File: src/rtl/alu_arbiter_if.sv
// Request, ALU drive/return and response bundle for alu_arbiter.
// Every channel is valid/ready: a transfer happens on a rising edge where both are high,
// and the sender holds valid and payload stable until it sees ready.
interface alu_arbiter_if #(
    parameter int TAG_W = 4
);
    logic             r0_valid;
    logic             r0_ready;
    logic [31:0]      r0_a;
    logic [31:0]      r0_b;
    logic [2:0]       r0_funct3;
    logic [6:0]       r0_funct7;
    logic [6:0]       r0_opcode;
    logic [TAG_W-1:0] r0_tag;

    logic             r1_valid;
    logic             r1_ready;
    logic [31:0]      r1_a;
    logic [31:0]      r1_b;
    logic [2:0]       r1_funct3;
    logic [6:0]       r1_funct7;
    logic [6:0]       r1_opcode;
    logic [TAG_W-1:0] r1_tag;

    logic [31:0]      alu_a;
    logic [31:0]      alu_b;
    logic [2:0]       alu_funct3;
    logic [6:0]       alu_funct7;
    logic [6:0]       alu_opcode;
    logic [31:0]      alu_out;

    logic             rsp_valid;
    logic             rsp_ready;
    logic             rsp_id;
    logic [TAG_W-1:0] rsp_tag;
    logic [31:0]      rsp_data;

    modport slave (
        input  r0_valid, r0_a, r0_b, r0_funct3, r0_funct7, r0_opcode, r0_tag,
        input  r1_valid, r1_a, r1_b, r1_funct3, r1_funct7, r1_opcode, r1_tag,
        input  alu_out, rsp_ready,
        output r0_ready, r1_ready,
        output alu_a, alu_b, alu_funct3, alu_funct7, alu_opcode,
        output rsp_valid, rsp_id, rsp_tag, rsp_data
    );

    modport master (
        output r0_valid, r0_a, r0_b, r0_funct3, r0_funct7, r0_opcode, r0_tag,
        output r1_valid, r1_a, r1_b, r1_funct3, r1_funct7, r1_opcode, r1_tag,
        output alu_out, rsp_ready,
        input  r0_ready, r1_ready,
        input  alu_a, alu_b, alu_funct3, alu_funct7, alu_opcode,
        input  rsp_valid, rsp_id, rsp_tag, rsp_data
    );
endinterface

File: src/rtl/alu_arbiter.sv
// Two-requester arbiter/sequencer for the shared combinational ALU, one op in flight.
// Build option: define ALU_ARB_RR_EN for round-robin; otherwise requester 0 has fixed priority.
module alu_arbiter #(
    parameter int TAG_W = 4
) (
    input  logic         clk,
    input  logic         rst_n,
    alu_arbiter_if.slave bus,
    output logic [1:0]   state_dbg
);
    typedef enum logic [1:0] {
        IDLE = 2'd0,
        EXEC = 2'd1,
        RESP = 2'd2
    } state_t;

    state_t           state;
    logic [TAG_W-1:0] tag_q;
    logic             id_q;
    logic             grant0;
    logic             grant1;
    logic             open_win;
    logic             accept;

`ifdef ALU_ARB_RR_EN
    logic last;
    // Contention goes to whoever did not win last time; a lone requester always wins.
    assign grant0 = bus.r0_valid & (~bus.r1_valid | last);
    assign grant1 = bus.r1_valid & (~bus.r0_valid | ~last);
`else
    assign grant0 = bus.r0_valid;
    assign grant1 = bus.r1_valid & ~bus.r0_valid;
`endif

    // A new op may enter while idle, or in the same cycle the pending response is taken.
    assign open_win     = (state == IDLE) | ((state == RESP) & bus.rsp_ready);
    assign bus.r0_ready = grant0 & open_win;
    assign bus.r1_ready = grant1 & open_win;
    assign accept       = bus.r0_ready | bus.r1_ready;
    assign state_dbg    = state;

    always_ff @(posedge clk or negedge rst_n) begin
        if (!rst_n) begin
            state          <= IDLE;
            bus.alu_a      <= '0;
            bus.alu_b      <= '0;
            bus.alu_funct3 <= '0;
            bus.alu_funct7 <= '0;
            bus.alu_opcode <= '0;
            tag_q          <= '0;
            id_q           <= 1'b0;
            bus.rsp_valid  <= 1'b0;
            bus.rsp_id     <= 1'b0;
            bus.rsp_tag    <= '0;
            bus.rsp_data   <= '0;
`ifdef ALU_ARB_RR_EN
            last           <= 1'b1;
`endif
        end else begin
            if (accept) begin
                bus.alu_a      <= grant1 ? bus.r1_a      : bus.r0_a;
                bus.alu_b      <= grant1 ? bus.r1_b      : bus.r0_b;
                bus.alu_funct3 <= grant1 ? bus.r1_funct3 : bus.r0_funct3;
                bus.alu_funct7 <= grant1 ? bus.r1_funct7 : bus.r0_funct7;
                bus.alu_opcode <= grant1 ? bus.r1_opcode : bus.r0_opcode;
                tag_q          <= grant1 ? bus.r1_tag    : bus.r0_tag;
                id_q           <= grant1;
`ifdef ALU_ARB_RR_EN
                last           <= grant1;
`endif
            end
            case (state)
                IDLE: begin
                    if (accept) state <= EXEC;
                end
                EXEC: begin
                    bus.rsp_data  <= bus.alu_out;
                    bus.rsp_tag   <= tag_q;
                    bus.rsp_id    <= id_q;
                    bus.rsp_valid <= 1'b1;
                    state         <= RESP;
                end
                RESP: begin
                    if (bus.rsp_ready) begin
                        bus.rsp_valid <= 1'b0;
                        state         <= accept ? EXEC : IDLE;
                    end
                end
                default: state <= IDLE;
            endcase
        end
    end
endmodule

File: src/flat_wrapper.sv
// flat-port wrapper written by rule: the top's interface ports become plain ports
module alu_arbiter_flat 
#(
    parameter int TAG_W = 4
)
  (clk, rst_n, state_dbg, bus_r0_valid, bus_r0_a, bus_r0_b, bus_r0_funct3, bus_r0_funct7, bus_r0_opcode, bus_r0_tag, bus_r1_valid, bus_r1_a, bus_r1_b, bus_r1_funct3, bus_r1_funct7, bus_r1_opcode, bus_r1_tag, bus_alu_out, bus_rsp_ready, bus_r0_ready, bus_r1_ready, bus_alu_a, bus_alu_b, bus_alu_funct3, bus_alu_funct7, bus_alu_opcode, bus_rsp_valid, bus_rsp_id, bus_rsp_tag, bus_rsp_data);
  alu_arbiter_if #(.TAG_W(TAG_W)) bus_i ();
  input  logic clk;
  input  logic rst_n;
  output logic [1:0] state_dbg;
  input wire logic [$bits(bus_i.r0_valid)-1:0] bus_r0_valid;
  input wire logic [$bits(bus_i.r0_a)-1:0] bus_r0_a;
  input wire logic [$bits(bus_i.r0_b)-1:0] bus_r0_b;
  input wire logic [$bits(bus_i.r0_funct3)-1:0] bus_r0_funct3;
  input wire logic [$bits(bus_i.r0_funct7)-1:0] bus_r0_funct7;
  input wire logic [$bits(bus_i.r0_opcode)-1:0] bus_r0_opcode;
  input wire logic [$bits(bus_i.r0_tag)-1:0] bus_r0_tag;
  input wire logic [$bits(bus_i.r1_valid)-1:0] bus_r1_valid;
  input wire logic [$bits(bus_i.r1_a)-1:0] bus_r1_a;
  input wire logic [$bits(bus_i.r1_b)-1:0] bus_r1_b;
  input wire logic [$bits(bus_i.r1_funct3)-1:0] bus_r1_funct3;
  input wire logic [$bits(bus_i.r1_funct7)-1:0] bus_r1_funct7;
  input wire logic [$bits(bus_i.r1_opcode)-1:0] bus_r1_opcode;
  input wire logic [$bits(bus_i.r1_tag)-1:0] bus_r1_tag;
  input wire logic [$bits(bus_i.alu_out)-1:0] bus_alu_out;
  input wire logic [$bits(bus_i.rsp_ready)-1:0] bus_rsp_ready;
  output wire logic [$bits(bus_i.r0_ready)-1:0] bus_r0_ready;
  output wire logic [$bits(bus_i.r1_ready)-1:0] bus_r1_ready;
  output wire logic [$bits(bus_i.alu_a)-1:0] bus_alu_a;
  output wire logic [$bits(bus_i.alu_b)-1:0] bus_alu_b;
  output wire logic [$bits(bus_i.alu_funct3)-1:0] bus_alu_funct3;
  output wire logic [$bits(bus_i.alu_funct7)-1:0] bus_alu_funct7;
  output wire logic [$bits(bus_i.alu_opcode)-1:0] bus_alu_opcode;
  output wire logic [$bits(bus_i.rsp_valid)-1:0] bus_rsp_valid;
  output wire logic [$bits(bus_i.rsp_id)-1:0] bus_rsp_id;
  output wire logic [$bits(bus_i.rsp_tag)-1:0] bus_rsp_tag;
  output wire logic [$bits(bus_i.rsp_data)-1:0] bus_rsp_data;
  assign bus_i.r0_valid = bus_r0_valid;
  assign bus_i.r0_a = bus_r0_a;
  assign bus_i.r0_b = bus_r0_b;
  assign bus_i.r0_funct3 = bus_r0_funct3;
  assign bus_i.r0_funct7 = bus_r0_funct7;
  assign bus_i.r0_opcode = bus_r0_opcode;
  assign bus_i.r0_tag = bus_r0_tag;
  assign bus_i.r1_valid = bus_r1_valid;
  assign bus_i.r1_a = bus_r1_a;
  assign bus_i.r1_b = bus_r1_b;
  assign bus_i.r1_funct3 = bus_r1_funct3;
  assign bus_i.r1_funct7 = bus_r1_funct7;
  assign bus_i.r1_opcode = bus_r1_opcode;
  assign bus_i.r1_tag = bus_r1_tag;
  assign bus_i.alu_out = bus_alu_out;
  assign bus_i.rsp_ready = bus_rsp_ready;
  assign bus_r0_ready = bus_i.r0_ready;
  assign bus_r1_ready = bus_i.r1_ready;
  assign bus_alu_a = bus_i.alu_a;
  assign bus_alu_b = bus_i.alu_b;
  assign bus_alu_funct3 = bus_i.alu_funct3;
  assign bus_alu_funct7 = bus_i.alu_funct7;
  assign bus_alu_opcode = bus_i.alu_opcode;
  assign bus_rsp_valid = bus_i.rsp_valid;
  assign bus_rsp_id = bus_i.rsp_id;
  assign bus_rsp_tag = bus_i.rsp_tag;
  assign bus_rsp_data = bus_i.rsp_data;
  alu_arbiter #(.TAG_W(TAG_W)) u_core (.clk(clk), .rst_n(rst_n), .bus(bus_i), .state_dbg(state_dbg));
endmodule
File: config.mk
export PLATFORM = sky130hd
export DESIGN_NAME = alu_arbiter_flat
export DESIGN_NICKNAME = d
export VERILOG_FILES = /design/src/rtl/alu_arbiter_if.sv /design/src/rtl/alu_arbiter.sv /design/src/flat_wrapper.sv
export SDC_FILE = /design/constraint.sdc
export NUM_CORES = 1
export LEC_CHECK = 0
export BUFFER_PORTS_ARGS = -buffer_cell sky130_fd_sc_hd__buf_4
export CORE_ASPECT_RATIO = 0.9
export CORE_MARGIN = 2
export CORE_UTILIZATION = 40
export DETAILED_ROUTE_END_ITERATION = 16
export HOLD_SLACK_MARGIN = 0.02
export PLACE_DENSITY = 0.73
export SYNTH_ARGS = -nofsm -noshare
export SYNTH_HDL_FRONTEND = slang
export SYNTH_SLANG_ARGS = --single-unit
File: constraint.sdc
create_clock -name clk -period 2.36 [get_ports clk]
set_clock_uncertainty 0.2 [all_clocks]
set_input_delay 0.472 -clock clk [delete_from_list [all_inputs] [get_ports clk]]
set_output_delay 0.472 -clock clk [all_outputs]
set_load 0.005 [all_outputs]
Yosys cells after proc, flatten, opt, wreduce, memory -nomap -nowiden. Cells that the tools add are included.

Bits in registers: 126. Output and inout bits: 123.

Reductions and logical operators: 4. Eq/ne operators: 4. Muxes and demuxes: 12. Bitwise logic cells: 7.

Operators with widths (number): $mux 32 (2); $mux 7 (2); $pmux 2 s3 (1); $and 1x1->1 (4); $mux 2 (2); $mux 4 (1); $reduce_and 2->1 (2); $mux 3 (1); $eq 2x1->1 const B (1); $eq 2x2->1 const B (1); $logic_not 2->1 (1); $mux 1 (2); $ne 2x1->1 const B (1); $ne 2x2->1 const B (1); $or 1x1->1 (2); $pmux 1 s2 (1); $reduce_bool 2->1 (1); $not 1->1 (1).

Depth between registers and ports, before layout.
Depth after elaboration: 8. Gate-level depth with buffers: 6. Depth with buffers taken out: 3.

Worst setup path before layout. Ideal clock, no wire load.

Path kind: input port to flip-flop. Start point: input bus_r0_valid. End point: register u_core.bus.alu_funct7[3]. Setup slack: 0.494 ns. Arrival time: 1.541 ns. Required time: 2.035 ns. Buffers on the path: 3. Cell stages on the path: 6. Cell sequence: nand2b_1 buf_6 buf_8 buf_8 mux2_4 mux2_4.

Cells in the longest elaborated chain, start to end: 4. Elaborated cells between the ends (all ways): 6.

Ends and longest elaborated chain: from (decl) (RTL line flat_wrapper.sv:11) `input wire logic [$bits(bus_i.r0_valid)-1:0] bus_r0_valid;`; $not 1->1 (RTL line alu_arbiter.sv:32) `assign grant1 = bus.r1_valid & ~bus.r0_valid;`; $and 1x1->1 (RTL line alu_arbiter.sv:32); $and 1x1->1 (RTL line alu_arbiter.sv:38) `assign bus.r1_ready = grant1 & open_win;`; $or 1x1->1 (RTL line alu_arbiter.sv:39) `assign accept = bus.r0_ready | bus.r1_ready;`; to (signal assigned) (RTL line alu_arbiter.sv:64) `bus.alu_funct7 <= grant1 ? bus.r1_funct7 : bus.r0_funct7;`; to (decl) (RTL line alu_arbiter_if.sv:43) `output alu_a, alu_b, alu_funct3, alu_funct7, alu_opcode,`.

Several ways; a longest one is shown, not always the timed one. A chain may end at the register's enable or synchronous reset.

Final worst setup path.
Start point: register u_core.state[0], in the netlist u_core.state_dbg[0]. End point: output bus_r0_ready.

Cells in the longest elaborated chain, start to end: 4. Elaborated cells between the ends (all ways): 5.

Ends and longest elaborated chain: from (decl) (RTL line alu_arbiter.sv:17) `state_t state;`; from (signal assigned) (RTL line alu_arbiter.sv:86) `state <= accept ? EXEC : IDLE;`; $eq 2x2->1 (RTL line alu_arbiter.sv:36) `assign open_win = (state == IDLE) | ((state == RESP) & bus.rsp_ready);`; $and 1x1->1 (RTL line alu_arbiter.sv:36); $or 1x1->1 * (RTL line alu_arbiter.sv:36); $and 1x1->1 * (RTL line alu_arbiter.sv:37) `assign bus.r0_ready = grant0 & open_win;`; to (decl) (RTL line flat_wrapper.sv:27) `output wire logic [$bits(bus_i.r0_ready)-1:0] bus_r0_ready;`.

Mark *: on every way between the ends. The rest lies on a longest branch, timed or not.

==> metrics.md <==
| Metric | Value |
|---|---|
| Routed WL per cell | 17.4 um |
| Placed instance area | 8810 sq um |
| Setup TNS | 0 ns |
| CP Data Arrival Time | 1.36 ns |
| Core Footprint | 14800 sq um |
| IO Pins | 330 |
| Depth of the CTS H-tree | 4 |
| Combinational power share | 0.406 |
| Synthesis Warnings | 0 |
| DRC Markers | 0 |
| Vias in the first global route | 4713 |
| Detailed-route via count | 4363 |
| Total CTS buffers | 17 |
| # rows | 42 |
| Filler Cells Inserted | 1132 |
| Seq cells post-synth | 126 |
| Tot GR Track Use | 0.201 |
| Register share of total power | 0.351 |
| Post-Layout Cell Count | 924 |
| Max-slew headroom | 0.724 |
| Skew-Pair Late Insertion Delay | 0.41 ns |
| Inst Count DP | 891 |
| Routed Antenna Nets | 0 |
| Syn_area_per_cell | 16.3 sq um |
| Multi-input logic area | 2720 sq um |
| Power Density | 1180 nW/um^2 |
| Die span in x | 134 um |
| CTS Root Cell | clkbuf_16 |
| Largest net degree at the start of global routing | 59 |
| Final Hold Viols | 0 |
| DRT Pass-1 Iters | 4 |
| Max Fclk | 493 MHz |
| Clock power share | 0.243 |
| DRT iter0 DRCs | 98 |
| Post-Synthesis Cells | 372 |
| Switching Share | 0.274 |
| CTS tree | done |
| # diodes | 0 |
| Post-Syn Area | 6080 sq um |
| Post_cts resized | 0 |
| Vias per inst | 4.72 |
| First-pass GRT wire length | 24900 um |
| Crit Path Category | register to output pin |
| DP HPWL | 12600 um |
| Detailed Route WL | 16000 um |
| Setup Buffers After CTS | 0 |
| Nets | 920 |
| CTS max path bufs | 2 |
| Crit. End Element | output pin |
| # hold bufs at CTS | 1 |
| Delay-heaviest family, CP | flip-flops |
| Global route overflow | 0 |
| Setup violations, final | 0 |
| Leak pwr | 4.68 nW |
| Post-synthesis sequential area ratio | 0.519 |
| Antenna violations before repair | 0 |
| Crit path cell chain | inv_1 > and3_1 > buf_4 |
| Cell-internal power | 0.00809 W |
| Slew @ Worst Pin | 0.414 ns |
| Worst EP required | 1.69 ns |
| Slew Viols, Final | 0 |
| CTS clock-pin slew for the worst setup and hold paths | 0.06 ns |
| P_sw | 0.00305 W |
| Post-synth cell types | 19 |
| VDD IR-drop max | 0.000735 V |
| Largest stage delay, worst path | 0.45 ns |
| Tcrit/Tclk final | 0.860 |
| Worst Path Max Fanout | 5 |
| HP Class | primary input to register |
| Buf/Inv on CP | 2 |
| Post-route minimum period | 2.03 ns |
| PortBufs | 329 |
| CP max stage cell | dfrtp_1 |
| Status | completed |
| Starting Density | 0.412 |
| Register area | 3150 sq um |
| Type of origin of the critical path | register |
| Die footprint | 16200 sq um |
| Ratio of cells with drive above 1 in the final layout | 0.803 |
| Die H | 121 um |
| Finished layout cell area | 9440 sq um |
| Post-synth net total | 579 |
| Max-cap viol count | 0 |
| Clock sinks | 126 |
| Layout overhead on the synthesized area | 55.3% |
| RSZ-0062 raised after global routing | false |
| RD Place Congestion | 0.836 |
-- placed cells by master, fill, tap and decap left out, drive strengths merged --
| cell type | n |
|---|---|
| nor3 | 2 |
| dlygate4sd3 | 1 |
| buf | 344 |
| a21oi | 2 |
| mux2 | 207 |
| a21o | 1 |
| nand2 | 1 |
| nor2 | 3 |
| clkinvlp | 1 |
| dfrtp | 126 |
| and3 | 1 |
| clkinv | 6 |
| inv | 2 |
| a31oi | 1 |
| nor2b | 1 |
| bufinv | 4 |
| nand2b | 2 |
| clkbuf | 21 |
-- cells in the mapped netlist, drive strengths merged --
master  count  area, sq um
mux2      207         2620
a21oi       2         10.0
nor3        2         15.0
nand2b      2         12.5
inv         2         7.51
nor2b       1         6.26
and3        1         6.26
a31oi       1         6.26
nor2        3         11.3
a21o        1         7.51
buf        23          214
nand2       1         3.75
dfrtp     126         3150
-- path summary, 6_finish.rpt --
kind | from | endpoint | slack [ns] | depth (start not counted)
worst max-delay path | u_core.state_dbg[0]$_DFFE_PN0P_ | bus_r0_ready | 0.33 | 3
worst min-delay path | bus_alu_out[5] | u_core.bus.rsp_data[5]$_DFFE_PN0P_ | 0.09 | 2
worst max register to register | u_core.state_dbg[1]$_DFFE_PN0P_ | u_core.bus.alu_a[1]$_DFFE_PN0P_ | 0.36 | 5
worst min register to register | u_core.bus.alu_a[29]$_DFFE_PN0P_ | u_core.bus.alu_a[29]$_DFFE_PN0P_ | 0.30 | 1
max in group asynchronous | rst_n | u_core.id_q$_DFFE_PN0P_ | 0.98 | 3
min in group asynchronous | rst_n | u_core.bus.alu_funct3[1]$_DFFE_PN0P_ | 0.33 | 2
-- metal layers --
layer | up-vias | routed length (um) | GRT usage
met5 | - | 0 | 0
met4 | 0 | 314 | 0.0725
met3 | 17 | 1320 | 0.0702
met2 | 180 | 8500 | 0.353
met1 | 2141 | 5920 | 0.226
li1 | 2025 | - | -
-- per-stage QoR --
step                      utilization  worst slack, ns  total power, W  hold WS [ns]
after floorplan                     -            0.494         0.00598       -0.0236
after global placement          0.597            0.323         0.00840         0.228
after detailed placement        0.597            0.271         0.00852         0.234
after CTS                       0.639            0.310          0.0113        0.0700
after global routing            0.639            0.245          0.0118        0.0695
final                           0.639            0.330          0.0111        0.0884
-- state kept, by name, summed over array words and instances (netlist names) --
signal	flops
u_core.bus.alu_a	32
u_core.bus.alu_b	32
u_core.bus.rsp_data	32
u_core.bus.alu_funct7	7
u_core.bus.alu_opcode	7
u_core.bus.rsp_tag	4
u_core.tag_q	4
u_core.bus.alu_funct3	3
u_core.state_dbg	2
u_core.bus.rsp_id	1
u_core.bus.rsp_valid	1
u_core.id_q	1
-- worst reg2reg max path: stages, from the launching register on --
cell and delay, ns:
dfrtp_1 0.38, nor2b_1 0.18, nor3_4 0.23, buf_12 0.27
buf_4 0.28, mux2_2 0.35
-- kinds of logic after synthesis --
kind of cell    count (synthesis)  share of synthesized area
simple gates                   10                    0.00906
flops                         126                      0.519
buf+inv                        25                     0.0364
mux                           207                      0.432
compound gates                  4                    0.00391
-- power groups by stage --
stage / sequential [W] / combinational (W) / clock (W)
floorplan: 0.00393 / 0.00204 / 0
CTS: 0.00393 / 0.00460 / 0.00277
finish: 0.00391 / 0.00452 / 0.00271
global placement: 0.00389 / 0.00450 / 0
detailed placement: 0.00394 / 0.00458 / 0
global route: 0.00407 / 0.00484 / 0.00288
-- layout make-up --
cell class / instances / share of cell area
Clock buffer: 21 / 0.0477
Sequential cell: 126 / 0.334
Timing Repair Buffer: 345 / 0.285
Multi-Input combinational cell: 221 / 0.289
Clock inverter: 11 / 0.0175
Inverter: 2 / 0.000795
Tap cell: 198 / 0.0262
(Power assumes the default switching activity.)
